`src/rtl/spim_txn_arbiter_if.sv`:
```
// rtl/spim_txn_arbiter_if.sv - requester-side and SPI-master-side signals of the transaction arbiter
interface spim_txn_arbiter_if #(
  parameter int NUM_REQ = 4,
  parameter int DATA_W  = 32
);
  localparam int ID_W = $clog2(NUM_REQ);

  logic [NUM_REQ-1:0]        req_valid_i;
  logic [NUM_REQ*DATA_W-1:0] req_data_i;
  logic [NUM_REQ-1:0]        req_last_i;
  logic [NUM_REQ-1:0]        req_ready_o;
  logic                      spim_valid_o;
  logic [DATA_W-1:0]         spim_data_o;
  logic                      spim_last_o;
  logic                      spim_ready_i;
  logic                      spim_busy_i;
  logic                      spim_abort_o;
  logic [NUM_REQ-1:0]        grant_o;
  logic [ID_W-1:0]           grant_id_o;
  logic                      timeout_o;

  modport master (
    input  req_valid_i, req_data_i, req_last_i, spim_ready_i, spim_busy_i,
    output req_ready_o, spim_valid_o, spim_data_o, spim_last_o, spim_abort_o,
           grant_o, grant_id_o, timeout_o
  );

  modport slave (
    output req_valid_i, req_data_i, req_last_i, spim_ready_i, spim_busy_i,
    input  req_ready_o, spim_valid_o, spim_data_o, spim_last_o, spim_abort_o,
           grant_o, grant_id_o, timeout_o
  );
endinterface

```
`src/rtl/spim_txn_arbiter.sv`:
```
// rtl/spim_txn_arbiter.sv - round-robin transaction arbiter in front of the SPI master TX port
// Optional SPIM_ARB_PRIO_EN: requester 0 wins every idle arbitration and does not move the RR pointer.
module spim_txn_arbiter #(
  parameter int NUM_REQ     = 4,
  parameter int DATA_W      = 32,
  parameter int GAP_CYC     = 2,
  parameter int TIMEOUT_CYC = 1024
) (
  input logic                  clk,
  input logic                  rst_n,
  spim_txn_arbiter_if.master   bus
);
  localparam int ID_W = $clog2(NUM_REQ);
  localparam int TO_W = $clog2(TIMEOUT_CYC + 1);

  typedef enum logic [1:0] {IDLE, XFER, DRAIN, GAP} state_t;

  state_t              state;
  logic [NUM_REQ-1:0]  grant;
  logic [ID_W-1:0]     grant_id;
  logic [ID_W-1:0]     rr_ptr;
  logic [ID_W-1:0]     rr_next;
  logic [TO_W-1:0]     to_cnt;
  logic [7:0]          gap_cnt;

  logic                in_xfer;
  logic                lane_valid;
  logic                lane_last;
  logic                lane_fire;
  logic                abort;
  logic                pick_vld;
  logic [ID_W-1:0]     pick_id;
  logic [ID_W:0]       sum;

  // Pass-through of the granted lane; only XFER lets words move.
  always_comb begin
    in_xfer    = (state == XFER);
    lane_valid = in_xfer && bus.req_valid_i[grant_id];
    lane_last  = bus.req_last_i[grant_id];
    lane_fire  = lane_valid && bus.spim_ready_i;
    abort      = in_xfer && !bus.req_valid_i[grant_id] && (to_cnt == TO_W'(TIMEOUT_CYC - 1));

    bus.spim_valid_o = lane_valid;
    bus.spim_last_o  = in_xfer && lane_last;
    bus.spim_data_o  = (|grant) ? bus.req_data_i[grant_id*DATA_W +: DATA_W] : '0;
    bus.req_ready_o  = '0;
    if (in_xfer && !abort)
      bus.req_ready_o[grant_id] = bus.spim_ready_i;
    bus.spim_abort_o = abort;
    bus.timeout_o    = abort;
    bus.grant_o      = grant;
    bus.grant_id_o   = grant_id;

    rr_next = (grant_id == ID_W'(NUM_REQ - 1)) ? '0 : grant_id + 1'b1;
  end

  // Descending scan so the lane closest to rr_ptr is the last (winning) assignment.
  always_comb begin
    pick_vld = 1'b0;
    pick_id  = rr_ptr;
    sum      = '0;
    for (int i = NUM_REQ - 1; i >= 0; i--) begin
      sum = {1'b0, rr_ptr} + (ID_W+1)'(i);
      if (sum >= (ID_W+1)'(NUM_REQ))
        sum = sum - (ID_W+1)'(NUM_REQ);
      if (bus.req_valid_i[sum[ID_W-1:0]]) begin
        pick_vld = 1'b1;
        pick_id  = sum[ID_W-1:0];
      end
    end
`ifdef SPIM_ARB_PRIO_EN
    if (bus.req_valid_i[0]) begin
      pick_vld = 1'b1;
      pick_id  = '0;
    end
`endif
  end

  always_ff @(posedge clk or negedge rst_n) begin
    if (!rst_n) begin
      state    <= IDLE;
      grant    <= '0;
      grant_id <= '0;
      rr_ptr   <= '0;
      to_cnt   <= '0;
      gap_cnt  <= '0;
    end else begin
      case (state)
        IDLE: begin
          if (pick_vld) begin
            grant    <= {{(NUM_REQ-1){1'b0}}, 1'b1} << pick_id;
            grant_id <= pick_id;
            to_cnt   <= '0;
            state    <= XFER;
          end
        end
        XFER: begin
          if (abort || (lane_fire && lane_last)) begin
            to_cnt <= '0;
            state  <= DRAIN;
`ifdef SPIM_ARB_PRIO_EN
            if (grant_id != '0)
              rr_ptr <= rr_next;
`else
            rr_ptr <= rr_next;
`endif
          end else if (lane_fire) begin
            to_cnt <= '0;
          end else if (!lane_valid) begin
            to_cnt <= to_cnt + 1'b1;
          end
        end
        DRAIN: begin
          // Chip select must be released before the idle gap starts counting.
          if (!bus.spim_busy_i) begin
            grant <= '0;
            if (GAP_CYC == 0) begin
              state <= IDLE;
            end else begin
              gap_cnt <= 8'(GAP_CYC);
              state   <= GAP;
            end
          end
        end
        GAP: begin
          gap_cnt <= gap_cnt - 8'd1;
          if (gap_cnt <= 8'd1)
            state <= IDLE;
        end
        default: state <= IDLE;
      endcase
    end
  end
endmodule
```
`src/flat_wrapper.sv`:
```
// flat-port wrapper written by rule: the top's interface ports become plain ports
module spim_txn_arbiter_flat 
#(
  parameter int NUM_REQ     = 4,
  parameter int DATA_W      = 32,
  parameter int GAP_CYC     = 2,
  parameter int TIMEOUT_CYC = 1024
)
  (clk, rst_n, bus_req_valid_i, bus_req_data_i, bus_req_last_i, bus_spim_ready_i, bus_spim_busy_i, bus_req_ready_o, bus_spim_valid_o, bus_spim_data_o, bus_spim_last_o, bus_spim_abort_o, bus_grant_o, bus_grant_id_o, bus_timeout_o);
  spim_txn_arbiter_if #(.NUM_REQ(NUM_REQ), .DATA_W(DATA_W)) bus_i ();
  input logic clk;
  input logic rst_n;
  input wire logic [$bits(bus_i.req_valid_i)-1:0] bus_req_valid_i;
  input wire logic [$bits(bus_i.req_data_i)-1:0] bus_req_data_i;
  input wire logic [$bits(bus_i.req_last_i)-1:0] bus_req_last_i;
  input wire logic [$bits(bus_i.spim_ready_i)-1:0] bus_spim_ready_i;
  input wire logic [$bits(bus_i.spim_busy_i)-1:0] bus_spim_busy_i;
  output wire logic [$bits(bus_i.req_ready_o)-1:0] bus_req_ready_o;
  output wire logic [$bits(bus_i.spim_valid_o)-1:0] bus_spim_valid_o;
  output wire logic [$bits(bus_i.spim_data_o)-1:0] bus_spim_data_o;
  output wire logic [$bits(bus_i.spim_last_o)-1:0] bus_spim_last_o;
  output wire logic [$bits(bus_i.spim_abort_o)-1:0] bus_spim_abort_o;
  output wire logic [$bits(bus_i.grant_o)-1:0] bus_grant_o;
  output wire logic [$bits(bus_i.grant_id_o)-1:0] bus_grant_id_o;
  output wire logic [$bits(bus_i.timeout_o)-1:0] bus_timeout_o;
  assign bus_i.req_valid_i = bus_req_valid_i;
  assign bus_i.req_data_i = bus_req_data_i;
  assign bus_i.req_last_i = bus_req_last_i;
  assign bus_i.spim_ready_i = bus_spim_ready_i;
  assign bus_i.spim_busy_i = bus_spim_busy_i;
  assign bus_req_ready_o = bus_i.req_ready_o;
  assign bus_spim_valid_o = bus_i.spim_valid_o;
  assign bus_spim_data_o = bus_i.spim_data_o;
  assign bus_spim_last_o = bus_i.spim_last_o;
  assign bus_spim_abort_o = bus_i.spim_abort_o;
  assign bus_grant_o = bus_i.grant_o;
  assign bus_grant_id_o = bus_i.grant_id_o;
  assign bus_timeout_o = bus_i.timeout_o;
  spim_txn_arbiter #(.NUM_REQ(NUM_REQ), .DATA_W(DATA_W), .GAP_CYC(GAP_CYC), .TIMEOUT_CYC(TIMEOUT_CYC)) u_core (.clk(clk), .rst_n(rst_n), .bus(bus_i));
endmodule
```
`config.mk`:
```
export PLATFORM = sky130hd
export DESIGN_NAME = spim_txn_arbiter_flat
export DESIGN_NICKNAME = d
export VERILOG_FILES = /design/src/rtl/spim_txn_arbiter_if.sv /design/src/rtl/spim_txn_arbiter.sv /design/src/flat_wrapper.sv
export SDC_FILE = /design/constraint.sdc
export NUM_CORES = 1
export LEC_CHECK = 0
export BUFFER_PORTS_ARGS = -buffer_cell sky130_fd_sc_hd__buf_2
export CORE_ASPECT_RATIO = 1.1
export CORE_MARGIN = 4
export CORE_UTILIZATION = 43
export DETAILED_ROUTE_END_ITERATION = 7
export PLACE_DENSITY = 0.81
export REMOVE_ABC_BUFFERS = 1
export SLEW_MARGIN = 20
export SYNTH_ARGS = -nofsm -noshare
export SYNTH_HDL_FRONTEND = slang
export SYNTH_SLANG_ARGS = --single-unit
```
`constraint.sdc`:
```
create_clock -name clk -period 2.7 [get_ports clk]
set_input_delay 0.135 -clock clk [delete_from_list [all_inputs] [get_ports clk]]
set_output_delay 0.135 -clock clk [all_outputs]
set_load 0.005 [all_outputs]
```
==> results of run 1 <==
layout make-up:
type | count | area (sq um)
Tap cell | 82 | 103
Clock buffer | 7 | 96.3
Fill cell | 560 | 2550
Antenna cell | 1 | 2.50
Multi-Input combinational cell | 216 | 2030
Timing Repair Buffer | 193 | 988
Inverter | 16 | 60.1
Clock inverter | 1 | 5.00
Sequential cell | 29 | 727
power groups by stage:
stage                     registers (mW)  clock network (mW)  logic [mW]
final                              0.749               0.405        2.58
after global routing               0.774               0.425        2.81
after CTS                          0.746               0.407        2.59
after detailed placement           0.754                   0        2.57
after global placement             0.743                   0        2.50
after floorplan                    0.870                   0        1.53
metal layers:
layer / wire length [um] / share of wire, % / track usage [%]
met1: 4470 / 40 / 36.6
met2: 5320 / 47 / 43.9
met3: 1230 / 11 / 7.37
met4: 203 / 1.8 / 7.39
met5: 13 / 0.12 / 0
layout by cell type, fill, tap and decap left out, types with 3 or more instances in the layout:
master / count
buf_2: 185
nor2b_1: 36
mux4_2: 33
dfrtp_1: 28
inv_1: 16
nand2_1: 16
nor2_1: 15
nand3_1: 14
ha_1: 11
o21ai_0: 9
o221ai_1: 7
clkbuf_8: 7
buf_4: 7
nor3_1: 6
and3_1: 5
and2_1: 4
a21oi_1: 4
o41ai_1: 4
nand4_1: 3
mux2_2: 3
a22o_1: 3
a32o_1: 3
mux2_1: 3
flip-flops by register name, indices dropped and copies added, names as in the netlist:
signal and flops:
u_core.bus.grant_id_o 2, u_core.bus.grant_o 4, u_core.gap_cnt 8, u_core.rr_ptr 2, u_core.state 2, u_core.to_cnt 11
worst paths after layout:
path                                                       from                              endpoint  slack, ns  cells past startpoint
setup / recovery           u_core.bus.grant_id_o[0]$_DFFE_PN0P_                    bus_req_ready_o[3]       0.14                      4
hold / removal                                  bus_spim_busy_i         u_core.gap_cnt[3]$_DFFE_PN0P_       0.15                      3
setup reg to reg           u_core.bus.grant_id_o[0]$_DFFE_PN0P_          u_core.to_cnt[6]$_DFFE_PN0P_       0.42                      4
hold reg to reg                   u_core.to_cnt[10]$_DFFE_PN0P_         u_core.to_cnt[10]$_DFFE_PN0P_       0.49                      1
max in group asynchronous                                 rst_n  u_core.bus.grant_id_o[0]$_DFFE_PN0P_       1.80                      2
min in group asynchronous                                 rst_n         u_core.gap_cnt[0]$_DFFE_PN0P_       0.42                      2
synthesized netlist by cell type (all sizes together), types with 2 or more instances:
master and instances:
clkbuf 10, a22o 3, mux2i 2, nor4 4
nand3 14, dfrtp 29, a32o 3, ha 11
mux2 6, a21o 2, nor3 6, buf 6
and3 5, or2 2, a21oi 5, nor2b 36
mux4 34, o41ai 4, nand2 17, inv 16
nand2b 2, and2 4, o221ai 8, o31ai 2
xor2 2, nor2 15, o21ai 11, nand4 3
cells by family after synthesis:
group | Yosys count | share of synthesized area (%)
and+or+nand+nor | 114 | 22.2
AOI/OAI and AO/OA | 47 | 12.7
muxes | 42 | 29.7
buffers and inverters | 32 | 4.90
DFF | 29 | 25.1
adders and majority gates | 11 | 4.77
xor gates and xnor gates | 2 | 0.607
repair_timing:
action	CTS	global route
gates resized for setup	0	0
hold buffers	1	0
endpoints found under the hold margin	29	0
through the flow:
step	power (mW)	setup slack [ns]	instance area [sq um]	hold WS (ns)
6_report	3.73	0.139	4010	0.146
4_1_cts	3.74	0.153	4010	0.144
5_1_grt	4.01	0.0651	4010	0.156
3_5_place_dp	3.32	0.467	3890	0.201
2_1_floorplan	2.40	-0.655	2810	-0.161
3_3_place_gp	3.25	0.520	3890	0.201
worst min-delay path, delay by kind of cell:
| family | cells | cell delay [ns] |
|---|---|---|
| and+or+nand+nor | 2 | 0.16 |
| buffers and inverters | 1 | 0.10 |
==> results.json, run 1 <==
{
  "status": "finished clean",
  "finalHoldViolCount": 0,
  "clockBufferDepth": 2,
  "critical_path.top_delay_family": "compound AO/OA/AOI/OAI gates",
  "insertion_delay_ns": 0.29,
  "drtIter0Drc": 294,
  "grt_max_degree": 39,
  "fin_skew_ns": 0.00593,
  "cp-start-kind": "flop",
  "slew_viol_final": 0,
  "cts_tree": "done",
  "synth-seq-cells": 29,
  "grt_setup_unrepaired": "false",
  "end_kind": "output pin",
  "max_freq_ghz": 0.390,
  "comb_power_share_pct": 69.1,
  "cp_slowest_stage_delay_ns": 0.69,
  "syn_to_final_growth_pct": 38.8,
  "avgSynthCellArea_sq_um": 10.4,
  "rows": 31,
  "io_buffers": 185,
  "synth_area_sq_um": 2890,
  "min_period_over_period_pct": 94.8,
  "viasPerCell": 5.77,
  "final_nets": 612,
  "p_per_area_nw_per_um2": 932,
  "clkPwrFrac_pct": 10.8,
  "start_util_pct": 44.0,
  "drc_errors": 0,
  "cts_setup_buffers": 0,
  "ys_seq_area_share_pct": 25.1,
  "grt_pass1_wl_um": 16800,
  "track_usage_pct": 27.4,
  "final_util_pct": 61.1,
  "cts-buffers-inserted": 5,
  "critPathBufInv": 1,
  "drtPass1Iterations": 5,
  "grt_overflow": 0,
  "path_cells": "mux4_2 -> o41a_1 -> and3_1 -> buf_2",
  "drt_wl_total_um": 11200,
  "synthCells": 277,
  "yosysTopAreaCell": "mux4_2",
  "vias": 3145,
  "switchingPower_mw": 1.67,
  "cellLeakagePower_nw": 1.94,
  "worstPathMaxFanout": 15,
  "antenna_found_initial": 2,
  "synth-async-reset-ratio_pct": 100,
  "internal_power_mw": 2.06,
  "grt_pass1_vias": 3083,
  "postRouteAntennaNets": 0,
  "ioPinCount": 186,
  "hold_class": "in2reg",
  "crit_type": "reg2out",
  "synth_flop_cell": "dfrtp_1",
  "die_x_um": 86.1,
  "synth-edff-count": 0,
  "pwr-share-seq_pct": 20.1,
  "ys_types": 55,
  "place_congestion": 0.933,
  "tightest_slew_ns": 0.666,
  "wl_per_cell_um": 20.6,
  "slowest_stage": "o41a_1",
  "relSlewSlack_pct": 55.3,
  "cts_max_level": 2,
  "fin_crit_ns": 2.56,
  "setup_viol": 0,
  "sw_frac_of_total_pct": 44.8,
  "yosysTopAreaCellShare_pct": 25.7,
  "clk_pin_slew_ns": 0.07,
  "cts_root_buffer": "clkbuf_8",
  "dp_cells": 535,
  "core-area_sq_um": 6560,
  "final_cells": 545,
  "finalSetupTns_ns": 0,
  "dp_hpwl_um": 9190,
  "drive_gt1_share_pct": 53.0,
  "synth_warnings": 0,
  "critPathRequiredTime_ns": 2.57,
  "drv_cap": 0,
  "die_y_um": 93.9,
  "ir_drop_mv": 0.694,
  "design.die.area_sq_um": 8090,
  "clock-sinks": 29,
  "arrival_ns": 2.43,
  "synth.area.top_cells": "mux4_2 26%, dfrtp_1 25%, nor2b_1 7.8%, ha_1 4.8%, nand3_1 2.4%"
}
No activity file was read; power rests on OpenSTA's default activity.
==> run 2: changes to the inputs <==
==> constraint.sdc (replaced) <==
create_clock -name clk -period 2.7 [get_ports clk]
set_input_delay 0.135 -clock clk [delete_from_list [all_inputs] [get_ports clk]]
set_output_delay 0.135 -clock clk [all_outputs]
set_load 0.01 [all_outputs]
==> results.json, run 2 (same netlist as run 1, synthesis figures left out) <==
{
  "drc_errors": 0,
  "setup_viol": 0,
  "cts-buffers-inserted": 5,
  "grt_max_degree": 39,
  "max_freq_ghz": 0.390,
  "design.die.area_sq_um": 8090,
  "grt_setup_unrepaired": "false",
  "hold_class": "in2reg",
  "finalHoldViolCount": 0,
  "dp_cells": 535,
  "slew_viol_final": 0,
  "postRouteAntennaNets": 0,
  "end_kind": "output pin",
  "drtPass1Iterations": 5,
  "syn_to_final_growth_pct": 38.8,
  "fin_ws_ns": 0.133,
  "tightest_slew_ns": 0.692,
  "final_cells": 545,
  "largest_register_ffs": 11,
  "final_cell_mix": "185 x buf_2, 36 x nor2b_1, 33 x mux4_2, 28 x dfrtp_1",
  "pre_cts_ws_ns": 0.452,
  "drtIter0Drc": 315,
  "clockBufferDepth": 2,
  "vias": 3196,
  "core-area_sq_um": 6560,
  "cts_resized": 0,
  "viasPerCell": 5.86,
  "rows": 31,
  "final_nets": 612,
  "relSlewSlack_pct": 53.5,
  "fin_skew_ns": 0.00817,
  "fin_area_sq_um": 4010,
  "layout_commonest_cell": "buf_2",
  "start_util_pct": 44.0,
  "min_period_over_period_pct": 95.1,
  "grt_pass1_vias": 3178,
  "finalSetupTns_ns": 0,
  "status": "finished clean",
  "drv_cap": 0,
  "grt_overflow": 0,
  "grt_pass1_wl_um": 16800,
  "drive_gt1_share_pct": 53.0,
  "final_util_pct": 61.1,
  "ioPinCount": 186,
  "cellLeakagePower_nw": 1.94,
  "ir_drop_mv": 0.710,
  "cts_root_buffer": "clkbuf_8",
  "track_usage_pct": 27.8,
  "antenna_found_initial": 2,
  "place_area_sq_um": 3890,
  "cts_max_level": 2,
  "dp_hpwl_um": 9240,
  "die_x_um": 86.1,
  "cts_tree": "done",
  "worstPathMaxFanout": 15,
  "wl_per_cell_um": 20.5,
  "crit_type": "reg2out",
  "critPathRequiredTime_ns": 2.57,
  "io_buffers": 185,
  "die_y_um": 93.9,
  "cp-start-kind": "flop",
  "nFillCells": 554,
  "cts_setup_buffers": 0,
  "insertion_delay_ns": 0.29,
  "clock-sinks": 29,
  "regMostFlops": "u_core.to_cnt",
  "p_per_area_nw_per_um2": 964,
  "place_congestion": 0.954,
  "arrival_ns": 2.43,
  "clk_pin_slew_ns": 0.07,
  "drt_wl_total_um": 11200,
  "fin_crit_ns": 2.57,
  "ctsHoldBuffers": 1
}
[run 2: critical path, cell delays in order (launching register included)]
cell	delay, ns
dfrtp_2	0.39
mux4_2	0.63
o41a_1	0.68
and3_1	0.30
buf_2	0.14
[run 2: path summary, 6_finish.rpt]
| path | startpoint | endpoint | slack (ns) | depth (start not counted) |
|---|---|---|---|---|
| worst max-delay path | u_core.bus.grant_id_o[0]$_DFFE_PN0P_ | bus_req_ready_o[2] | 0.13 | 4 |
| worst min-delay path | bus_spim_busy_i | u_core.gap_cnt[3]$_DFFE_PN0P_ | 0.14 | 3 |
| worst max register to register | u_core.bus.grant_id_o[0]$_DFFE_PN0P_ | u_core.to_cnt[4]$_DFFE_PN0P_ | 0.41 | 4 |
| worst min register to register | u_core.to_cnt[10]$_DFFE_PN0P_ | u_core.to_cnt[10]$_DFFE_PN0P_ | 0.50 | 1 |
| max in group asynchronous | rst_n | u_core.bus.grant_id_o[0]$_DFFE_PN0P_ | 1.80 | 2 |
| min in group asynchronous | rst_n | u_core.gap_cnt[1]$_DFFE_PN0P_ | 0.42 | 2 |
[run 2: metal layers]
metal	up-vias	share of wire [%]	track usage, %	routed length [um]
met5	-	0.12	0	13
met4	2	3.4	11.3	381
met3	30	12	7.89	1320
met2	189	49	47.1	5460
met1	1541	36	32.9	4000
li1	1434	-	-	-
[run 2: power breakdown]
group | internal, mW | switching [mW] | total [mW]
Clock | 0.230 | 0.172 | 0.402
Sequential | 0.584 | 0.167 | 0.752
Combinational | 1.25 | 1.46 | 2.71
Total | 2.07 | 1.80 | 3.86
[run 2: area by class of cell]
type | instances | area, sq um | area share, %
Sequential cell | 29 | 727 | 18.1
Inverter | 16 | 60.1 | 1.50
Clock inverter | 1 | 5.00 | 0.125
Tap cell | 82 | 103 | 2.56
Multi-Input combinational cell | 216 | 2030 | 50.5
Antenna cell | 1 | 2.50 | 0.0624
Timing Repair Buffer | 193 | 988 | 24.7
Clock buffer | 7 | 96.3 | 2.40
[run 2: stage by stage]
stage	hold WS (ns)	total power, mW
final	0.141	3.86
after global placement	0.204	3.36
after CTS	0.136	3.88
after detailed placement	0.206	3.46
after floorplan	-0.161	2.52
after global routing	0.161	4.16
